### config.mk
export PLATFORM = sky130hd
export DESIGN_NAME = alarm_match_ctrl_flat
export DESIGN_NICKNAME = d
export VERILOG_FILES = /design/src/rtl/alarm_match_ctrl_if.sv /design/src/rtl/alarm_match_ctrl.sv /design/src/flat_wrapper.sv
export SDC_FILE = /design/constraint.sdc
export NUM_CORES = 1
export LEC_CHECK = 0
export BUFFER_PORTS_ARGS = -buffer_cell sky130_fd_sc_hd__buf_4
export CORE_ASPECT_RATIO = 1.25
export CORE_UTILIZATION = 50
export CTS_CLUSTER_DIAMETER = 200
export DETAILED_ROUTE_END_ITERATION = 8
export GPL_TIMING_DRIVEN = 0
export MAX_ROUTING_LAYER = met4
export PLACE_DENSITY_LB_ADDON = 0.12
export RECOVER_POWER = 50
export SLEW_MARGIN = 10
export SYNTH_ARGS = -nofsm -noshare
export SYNTH_HDL_FRONTEND = slang
export SYNTH_SLANG_ARGS = --single-unit
export TNS_END_PERCENT = 1
### constraint.sdc
create_clock -name clock -period 2.7 [get_ports clock]
set_clock_uncertainty 0.05 [all_clocks]
set_input_delay 0.27 -clock clock [delete_from_list [all_inputs] [get_ports clock]]
set_output_delay 0.27 -clock clock [all_outputs]
set_load 0.02 [all_outputs]
### src/rtl/alarm_match_ctrl_if.sv
// Purpose : bundles the live-time, alarm-control and status signals of alarm_match_ctrl.
// Ports   : master drives time/tick/control inputs and observes status; slave is the controller.
// Notes   : clock and clearN are kept as plain ports on the controller, not in this bundle.
`timescale 1ns/1ps
interface alarm_match_ctrl_if #(
    parameter int HOUR_W = 5,
    parameter int MIN_W  = 6
);
    logic [HOUR_W-1:0] hours;
    logic [MIN_W-1:0]  minutes;
    logic [MIN_W-1:0]  seconds;
    logic              secTick;
    logic              alarmEnable;
    logic              loadAlarm;
    logic [HOUR_W-1:0] alarmHoursIn;
    logic [MIN_W-1:0]  alarmMinutesIn;
    logic              snooze;
    logic              stop;
    logic [HOUR_W-1:0] alarmHours;
    logic [MIN_W-1:0]  alarmMinutes;
    logic              ringing;
    logic              snoozing;
    logic              buzzer;
    logic [1:0]        snoozeCount;
    logic              loadError;

    modport master (
        output hours, minutes, seconds, secTick, alarmEnable, loadAlarm,
               alarmHoursIn, alarmMinutesIn, snooze, stop,
        input  alarmHours, alarmMinutes, ringing, snoozing, buzzer, snoozeCount, loadError
    );

    modport slave (
        input  hours, minutes, seconds, secTick, alarmEnable, loadAlarm,
               alarmHoursIn, alarmMinutesIn, snooze, stop,
        output alarmHours, alarmMinutes, ringing, snoozing, buzzer, snoozeCount, loadError
    );
endinterface

### src/rtl/alarm_match_ctrl.sv
// Purpose : stores the alarm time, edge-detects a match with the live time, runs ring/snooze/stop FSM.
// Latency : all outputs registered; ringing rises the cycle after the hh:mm:00 match is sampled.
// Ports   : clock, clearN (async active-low) plus the alarm_match_ctrl_if slave bundle; no backpressure.
`timescale 1ns/1ps
module alarm_match_ctrl #(
    parameter int HOUR_W      = 5,
    parameter int MIN_W       = 6,
    parameter int RING_SECS   = 60,
    parameter int SNOOZE_SECS = 300,
    parameter int MAX_SNOOZE  = 3,
    parameter int CNT_W       = 9,
    parameter int RST_HOURS   = 6,
    parameter int RST_MINUTES = 0
) (
    input  logic            clock,
    input  logic            clearN,
    alarm_match_ctrl_if.slave bus
);
    typedef enum logic [1:0] {IDLE, RINGING, SNOOZE} state_t;

    localparam logic [HOUR_W-1:0] HOUR_MAX   = HOUR_W'(23);
    localparam logic [MIN_W-1:0]  MIN_MAX    = MIN_W'(59);
    localparam logic [CNT_W-1:0]  RING_LAST  = CNT_W'(RING_SECS - 1);
    localparam logic [CNT_W-1:0]  SNOOZE_LEN = CNT_W'(SNOOZE_SECS);
    localparam logic [1:0]        SNOOZE_LIM = 2'(MAX_SNOOZE);

    state_t            state_q, state_d;
    logic [CNT_W-1:0]  sec_cnt_q, sec_cnt_d;
    logic              beat_q, beat_d;
    logic [1:0]        snooze_cnt_q, snooze_cnt_d;
    logic              match_prev_q, match_prev_d;
    logic [HOUR_W-1:0] alarm_hours_q, alarm_hours_d;
    logic [MIN_W-1:0]  alarm_minutes_q, alarm_minutes_d;
    logic              ringing_q, ringing_d;
    logic              snoozing_q, snoozing_d;
    logic              buzzer_q, buzzer_d;
    logic              load_error_q, load_error_d;

    logic match_now, trigger, load_ok, go_idle, enter_ring;

    always_comb begin
        state_d         = state_q;
        sec_cnt_d       = sec_cnt_q;
        beat_d          = beat_q;
        snooze_cnt_d    = snooze_cnt_q;
        alarm_hours_d   = alarm_hours_q;
        alarm_minutes_d = alarm_minutes_q;
        load_error_d    = 1'b0;
        go_idle         = 1'b0;
        enter_ring      = 1'b0;

        // Compare against the stored alarm (not the one being loaded this cycle).
        match_now    = bus.alarmEnable && (bus.hours == alarm_hours_q) &&
                       (bus.minutes == alarm_minutes_q) && (bus.seconds == '0);
        trigger      = match_now && !match_prev_q;
        match_prev_d = match_now;

        load_ok = (bus.alarmHoursIn <= HOUR_MAX) && (bus.alarmMinutesIn <= MIN_MAX);
        if (bus.loadAlarm) begin
            if (load_ok) begin
                alarm_hours_d   = bus.alarmHoursIn;
                alarm_minutes_d = bus.alarmMinutesIn;
            end else begin
                load_error_d = 1'b1;
            end
        end

        // Event priority: disable/load, stop, snooze, tick expiry, trigger.
        // A tick that coincides with a transition is swallowed by it.
        if (!bus.alarmEnable || bus.loadAlarm) begin
            go_idle = 1'b1;
        end else begin
            unique case (state_q)
                IDLE: begin
                    if (trigger) enter_ring = 1'b1;
                end
                RINGING: begin
                    if (bus.stop) begin
                        go_idle = 1'b1;
                    end else if (bus.snooze && (snooze_cnt_q < SNOOZE_LIM)) begin
                        state_d      = SNOOZE;
                        sec_cnt_d    = SNOOZE_LEN;
                        snooze_cnt_d = snooze_cnt_q + 2'd1;
                    end else if (bus.secTick) begin
                        if (sec_cnt_q == RING_LAST) begin
                            go_idle = 1'b1;
                        end else begin
                            sec_cnt_d = sec_cnt_q + CNT_W'(1);
                            beat_d    = !beat_q;
                        end
                    end
                end
                SNOOZE: begin
                    if (bus.stop) begin
                        go_idle = 1'b1;
                    end else if (bus.secTick) begin
                        if (sec_cnt_q == CNT_W'(1)) enter_ring = 1'b1;
                        else                        sec_cnt_d = sec_cnt_q - CNT_W'(1);
                    end
                end
                default: go_idle = 1'b1;
            endcase
        end

        if (enter_ring) begin
            state_d   = RINGING;
            sec_cnt_d = '0;
            beat_d    = 1'b1;
        end
        if (go_idle) begin
            state_d      = IDLE;
            sec_cnt_d    = '0;
            snooze_cnt_d = '0;
            beat_d       = 1'b0;
        end

        // Outputs are registered copies of the next state so they align with it.
        ringing_d  = (state_d == RINGING);
        snoozing_d = (state_d == SNOOZE);
        buzzer_d   = ringing_d && beat_d;
    end

    always_ff @(posedge clock or negedge clearN) begin
        if (!clearN) begin
            state_q         <= IDLE;
            sec_cnt_q       <= '0;
            beat_q          <= 1'b0;
            snooze_cnt_q    <= '0;
            match_prev_q    <= 1'b0;
            alarm_hours_q   <= HOUR_W'(RST_HOURS);
            alarm_minutes_q <= MIN_W'(RST_MINUTES);
            ringing_q       <= 1'b0;
            snoozing_q      <= 1'b0;
            buzzer_q        <= 1'b0;
            load_error_q    <= 1'b0;
        end else begin
            state_q         <= state_d;
            sec_cnt_q       <= sec_cnt_d;
            beat_q          <= beat_d;
            snooze_cnt_q    <= snooze_cnt_d;
            match_prev_q    <= match_prev_d;
            alarm_hours_q   <= alarm_hours_d;
            alarm_minutes_q <= alarm_minutes_d;
            ringing_q       <= ringing_d;
            snoozing_q      <= snoozing_d;
            buzzer_q        <= buzzer_d;
            load_error_q    <= load_error_d;
        end
    end

    assign bus.alarmHours   = alarm_hours_q;
    assign bus.alarmMinutes = alarm_minutes_q;
    assign bus.ringing      = ringing_q;
    assign bus.snoozing     = snoozing_q;
    assign bus.buzzer       = buzzer_q;
    assign bus.snoozeCount  = snooze_cnt_q;
    assign bus.loadError    = load_error_q;
endmodule
### src/flat_wrapper.sv
// flat-port wrapper written by rule: the top's interface ports become plain ports
module alarm_match_ctrl_flat 
#(
    parameter int HOUR_W      = 5,
    parameter int MIN_W       = 6,
    parameter int RING_SECS   = 60,
    parameter int SNOOZE_SECS = 300,
    parameter int MAX_SNOOZE  = 3,
    parameter int CNT_W       = 9,
    parameter int RST_HOURS   = 6,
    parameter int RST_MINUTES = 0
)
  (clock, clearN, bus_hours, bus_minutes, bus_seconds, bus_secTick, bus_alarmEnable, bus_loadAlarm, bus_alarmHoursIn, bus_alarmMinutesIn, bus_snooze, bus_stop, bus_alarmHours, bus_alarmMinutes, bus_ringing, bus_snoozing, bus_buzzer, bus_snoozeCount, bus_loadError);
  alarm_match_ctrl_if #(.HOUR_W(HOUR_W), .MIN_W(MIN_W)) bus_i ();
  input  logic clock;
  input  logic clearN;
  input wire logic [$bits(bus_i.hours)-1:0] bus_hours;
  input wire logic [$bits(bus_i.minutes)-1:0] bus_minutes;
  input wire logic [$bits(bus_i.seconds)-1:0] bus_seconds;
  input wire logic [$bits(bus_i.secTick)-1:0] bus_secTick;
  input wire logic [$bits(bus_i.alarmEnable)-1:0] bus_alarmEnable;
  input wire logic [$bits(bus_i.loadAlarm)-1:0] bus_loadAlarm;
  input wire logic [$bits(bus_i.alarmHoursIn)-1:0] bus_alarmHoursIn;
  input wire logic [$bits(bus_i.alarmMinutesIn)-1:0] bus_alarmMinutesIn;
  input wire logic [$bits(bus_i.snooze)-1:0] bus_snooze;
  input wire logic [$bits(bus_i.stop)-1:0] bus_stop;
  output wire logic [$bits(bus_i.alarmHours)-1:0] bus_alarmHours;
  output wire logic [$bits(bus_i.alarmMinutes)-1:0] bus_alarmMinutes;
  output wire logic [$bits(bus_i.ringing)-1:0] bus_ringing;
  output wire logic [$bits(bus_i.snoozing)-1:0] bus_snoozing;
  output wire logic [$bits(bus_i.buzzer)-1:0] bus_buzzer;
  output wire logic [$bits(bus_i.snoozeCount)-1:0] bus_snoozeCount;
  output wire logic [$bits(bus_i.loadError)-1:0] bus_loadError;
  assign bus_i.hours = bus_hours;
  assign bus_i.minutes = bus_minutes;
  assign bus_i.seconds = bus_seconds;
  assign bus_i.secTick = bus_secTick;
  assign bus_i.alarmEnable = bus_alarmEnable;
  assign bus_i.loadAlarm = bus_loadAlarm;
  assign bus_i.alarmHoursIn = bus_alarmHoursIn;
  assign bus_i.alarmMinutesIn = bus_alarmMinutesIn;
  assign bus_i.snooze = bus_snooze;
  assign bus_i.stop = bus_stop;
  assign bus_alarmHours = bus_i.alarmHours;
  assign bus_alarmMinutes = bus_i.alarmMinutes;
  assign bus_ringing = bus_i.ringing;
  assign bus_snoozing = bus_i.snoozing;
  assign bus_buzzer = bus_i.buzzer;
  assign bus_snoozeCount = bus_i.snoozeCount;
  assign bus_loadError = bus_i.loadError;
  alarm_match_ctrl #(.HOUR_W(HOUR_W), .MIN_W(MIN_W), .RING_SECS(RING_SECS), .SNOOZE_SECS(SNOOZE_SECS), .MAX_SNOOZE(MAX_SNOOZE), .CNT_W(CNT_W), .RST_HOURS(RST_HOURS), .RST_MINUTES(RST_MINUTES)) u_core (.clock(clock), .clearN(clearN), .bus(bus_i));
endmodule
Yosys cells after proc, flatten, opt, wreduce, memory -nomap -nowiden
Index checks and enable logic that the tools add are counted.

Register bits: 30. Input port bits: 35. Output and inout port bits: 17. Word-level logic and storage cells: 98.

Add/sub/neg operators: 3. Magnitude comparators: 3. Equality and inequality tests: 17. Multiplexer cells: 45. Reductions and logical operators: 19.

Operators by type and width (count): 9-bit two-way mux (10); 2-bit two-way mux (11); 1-bit two-way mux (21); 9-bit case mux with 2 select lines (1); 4-bit by 2-bit != test with 1-bit output, second input constant (4); 5-bit by 2-bit != test with 1-bit output, second input constant (2); 9-bit by 1-bit adder with 9-bit output, second input constant (1); 9-bit by 1-bit == test with 1-bit output, second input constant (1); 9-bit by 6-bit == test with 1-bit output, second input constant (1); 9-bit by 1-bit subtractor with 9-bit output, second input constant (1); 8-bit AND reduction (1); 1-bit logical AND (7); 6-bit == test (1); 6-bit less-or-equal comparator, second input constant (1); 6-bit logical NOT (1); 5-bit == test (1); 5-bit less-or-equal comparator, second input constant (1); 2-bit by 1-bit == test with 1-bit output, second input constant (2); 2-bit == test, second input constant (2); 2-bit by 1-bit != test with 1-bit output, second input constant (2); 4-bit AND reduction (1); 2-bit nonzero test (2); 4-bit nonzero test (1); 1-bit logical NOT (3); other kinds (8) (8).

Longest topological paths before layout
Depth in word-level cells: 12. Depth in mapped cells: 8. Depth with buffers taken out: 7.

Worst setup path after synthesis
Ideal clock, no wire load.

Path kind: register -> register. Start point: reg u_core.snooze_cnt_q[0] (netlist: u_core.bus.snoozeCount[0]). End point: reg u_core.ringing_q (netlist: u_core.bus.ringing). Setup time: 0.119 ns. Arrival: 1.956 ns. Data required time: 2.531 ns. Slack: 0.575 ns. Stages on the path, launching flop included: 7. Path buffers: 0. Period minus slack after synthesis: 2.125 ns. Cells stage by stage: dfrtp_1 > ha_1 > nand2b_1 > nor3b_1 > a21oi_1 > o31ai_1 > o21ba_1.

Cells in the longest elaborated chain, start to end: 9. Elaborated cells between the ends (all ways): 13. Classes of those cells: order compare (1); eq/ne (1); mux (10); reduce/logical (1).

Ends and longest elaborated chain: start, declared (RTL line alarm_match_ctrl.sv:30) `logic [1:0] snooze_cnt_q, snooze_cnt_d;`; start signal, assigned (RTL line alarm_match_ctrl.sv:140) `snooze_cnt_q <= snooze_cnt_d;`; 2-bit less-than comparator (*) (RTL line alarm_match_ctrl.sv:80) `end else if (bus.snooze && (snooze_cnt_q < SNOOZE_LIM)) begin`; 1-bit logical AND (*) (RTL line alarm_match_ctrl.sv:80); 2-bit two-way mux (RTL line alarm_match_ctrl.sv:80); 2-bit two-way mux (RTL line alarm_match_ctrl.sv:78) `if (bus.stop) begin`; 2-bit two-way mux (RTL line alarm_match_ctrl.sv:73) `unique case (state_q)`; 2-bit two-way mux (RTL line alarm_match_ctrl.sv:70) `if (!bus.alarmEnable || bus.loadAlarm) begin`; 2-bit two-way mux (RTL line alarm_match_ctrl.sv:105) `if (enter_ring) begin`; 2-bit two-way mux (*) (RTL line alarm_match_ctrl.sv:110) `if (go_idle) begin`; 2-bit by 1-bit == test with 1-bit output (*) (RTL line alarm_match_ctrl.sv:118) `ringing_d = (state_d == RINGING);`; named net u_core.ringing_d (RTL line alarm_match_ctrl.sv:34) `logic ringing_q, ringing_d;`; end signal, assigned (RTL line alarm_match_ctrl.sv:144) `ringing_q <= ringing_d;`; end, declared (RTL line alarm_match_ctrl.sv:34).

Mark *: on every way through the listed nets, which the timed path passes. The rest lies on a longest branch. A chain may end at the register's enable or synchronous reset.

Worst setup path in the final report
Start point: reg u_core.state_q[0]. End point: reg u_core.sec_cnt_q[6].

Cells in the longest elaborated chain, start to end: 5. Elaborated cells between the ends (all ways): 20. Classes of those cells: eq/ne (9); mux (8); reduce/logical (3).

Ends and longest elaborated chain: start, declared (RTL line alarm_match_ctrl.sv:27) `state_t state_q, state_d;`; start signal, assigned (RTL line alarm_match_ctrl.sv:137) `state_q <= state_d;`; 2-bit == test, or another cell as far along (RTL line alarm_match_ctrl.sv:73); 1-bit case mux with 3 select lines, or another cell as far along (RTL line alarm_match_ctrl.sv:73); 1-bit two-way mux / 9-bit two-way mux (equally long branches) (RTL line alarm_match_ctrl.sv:70); 5-bit by 2-bit != test with 1-bit output (no line), or another cell as far along; 8-bit AND reduction (no line) / 9-bit two-way mux (equally long branches); end signal, assigned (RTL line alarm_match_ctrl.sv:138) `sec_cnt_q <= sec_cnt_d;`; end, declared (RTL line alarm_match_ctrl.sv:28) `logic [CNT_W-1:0] sec_cnt_q, sec_cnt_d;`.

Several ways; a longest one is shown, not always the timed one. The select of a mux whose other input is x is not followed.

==> qor.csv <==
metric;value;unit
status;complete, but fails checks;
failing checks;max-capacitance violations, max-slew violations;
most common cell after layout, fill and taps aside;buf_4;
Worst-path clk slew;70;ps
RSZ-0062 raised after global routing;false;
TNS Setup;0;ps
first-pass GRT wire length;7.997;mm
Clock Tree Buf Depth;2;
total global routing overflow;0;
CTS tree;done;
critical path launch point type;flip-flop;
GRT Util Overall;25.28;%
number of core rows;25;
register area share after synthesis;36.55;%
routed vias;1798;
initial antenna violation count;0;
Crit Path Category;flip-flop to flip-flop;
Worst VDD drop;0.3848;mV
nature of the critical path endpoint;flip-flop;
CP required;2840;ps
Synth area leaders;dfrtp_1, mux2_2, xnor2_1, ha_1, dfstp_2;
vias per inst;5.690;
Die Wd;59.42;um
Detailed Route Iter0 Violations;79;
Power Density;427.0;nW/um^2
ANT nets after route;0;
EDFF count, synth;0;
starting density of the core;53.13;%
Hold WS;166.5;ps
number of global-route vias before repair;1832;
crit-path cells;inv_1 -> ha_1 -> nor2_1 -> o311ai_1 -> nor2_2 -> a311oi_2;
die height;73.78;um
syn avg cell area;10.20;um^2
Synth Net Count;245;
final worst-path cycle share;90.34;%
endpoints failing setup;0;
Util after Layout;66.77;%
FILL cells;350;
number of synthesized register bits;30;
max incr delay on CP;840;ps
die area;4384;um^2
Fin. Hold Viols;0;
routed wire length;4.854;mm
synth warn;0;
multi-input logic area;1231;um^2
clock latency on the worst-skew pair;280;ps
Max FO, Critical Path;8;
relative slew slack;-8.323;%
Worst EP arrival;2580;ps
cell area after synthesis;2061;um^2
cell family with most CP delay;compound AO/OA/AOI/OAI gates;
DRC viols;0;
worst path bufs/invs;1;
Reg area;753.2;um^2
Leak;1.040;nW
number of gates resized after cts;0;
Min-Delay Path Class;primary input to flip-flop;
Worst-Margin Slew;1625;ps
core area;3879;um^2
H-tree depth;2;
RePlAce Congestion;0.9100;
CP max-delay cell;o311ai_1;
Fmax;410.0;MHz
top cell type's share of synthesized area;34.00;%
wire length per cell;15.36;um
PortBufs;51;
post-CTS setup buffer count;0;
fraction of layout cells with a size suffix above 1;33.97;%
num ports;52;
CTS sink count;30;
post-synth top area cell;dfrtp_1;
clk root buf;clkbuf_8;
Max-Cap Viols;1;
min Tclk post-route;2439;ps
first drt pass iteration count;4;
DP Wirelength;3.651;mm
Area growth, synth to finish;25.68;%
hold buffers post-CTS;1;
FFs w/ async S/R, synth;100.0;%
Synth Instances;202;
largest net degree at the start of global routing;31;
TritonCTS Buffers;5;
Synth cell types;62;
fin. max-slew vios;31;
number of diodes;0;
Layout Nets;304;
most frequent cells in the layout;buf_4, dfrtp_1, xnor2_1;
predominant post-synthesis flop cell;dfrtp_1;
==> metrics by stage <==
stage	cell area (um^2)	setup WS, ps	cells	power [W]
after global placement	2511	300.2	307	0.0007262
after floorplan	2061	575.1	202	0.0006200
after detailed placement	2511	277.7	307	0.0007306
final	2590	260.8	316	0.001106
after global routing	2590	50.71	316	0.001155
after CTS	2616	261.8	316	0.001118
==> metal layers <==
layer,GRT usage [%],vias to the layer above,routed length (um)
met5,-,-,0
met4,9.524,0,38
met3,5.458,5,311
met2,41.57,74,2423
met1,29.88,836,2079
li1,-,883,-
==> where the power goes <==
group | internal (W) | leakage (nW) | switching (W)
combinational | 0.000113 | 0.601 | 0.000104
sequential | 0.000478 | 0.391 | 0.0000236
clock | 0.000205 | 0.0472 | 0.000184
==> layout make-up <==
class	count	share of cell area [%]
Sequential cell	30	29.08
Tap cell	54	2.609
Clock inverter	2	0.4831
Buffer	6	1.643
Timing Repair Buffer	52	14.15
Inverter	9	1.304
Clock buffer	6	3.188
Multi-Input combinational cell	157	47.54
==> cell families (layout without fill, tap and decap cells) <==
kind of cell	Yosys count	count (layout)	share of synthesized area [%]
flops	30	30	36.55
compound gates	50	50	19.37
simple gates	72	72	22.59
mux	13	13	6.982
buf+inv	15	75	3.704
fa+ha+maj	8	8	4.858
xor+xnor	14	14	5.950
==> flip-flops by register name, indices dropped and copies added (netlist names) <==
signal,flops
u_core.state_q,2
u_core.bus.buzzer,1
u_core.beat_q,1
u_core.bus.snoozing,1
u_core.bus.snoozeCount,2
u_core.bus.loadError,1
u_core.sec_cnt_q,9
u_core.bus.alarmHours,5
u_core.bus.ringing,1
u_core.bus.alarmMinutes,6
u_core.match_prev_q,1
==> worst paths after layout <==
path,start,to,slack [ps],cells past startpoint
max reg2reg,u_core.state_q[0]$_DFF_PN0_,u_core.sec_cnt_q[6]$_DFFE_PN0P_,260,6
max in group asynchronous,clearN,u_core.sec_cnt_q[6]$_DFFE_PN0P_,760,2
min,bus_alarmHoursIn[0],u_core.bus.alarmHours[0]$_DFFE_PN0P_,170,2
max,u_core.state_q[0]$_DFF_PN0_,u_core.sec_cnt_q[6]$_DFFE_PN0P_,260,6
min reg2reg,u_core.bus.alarmMinutes[3]$_DFFE_PN0P_,u_core.bus.alarmMinutes[3]$_DFFE_PN0P_,500,1
min in group asynchronous,clearN,u_core.sec_cnt_q[4]$_DFFE_PN0P_,890,2
==> synthesized netlist by cell type (4+ instances only) <==
cell type	instances
a211oi_2	4
a21oi_1	6
a31oi_1	4
dfrtp_1	28
ha_1	8
inv_1	9
mux2_2	11
nand2_1	11
nand2b_1	4
nand3_1	8
nand4_1	5
nor2_1	7
nor4_1	8
o21ai_0	8
xnor2_1	13
Note: power is estimated with default switching activity, not from simulation.
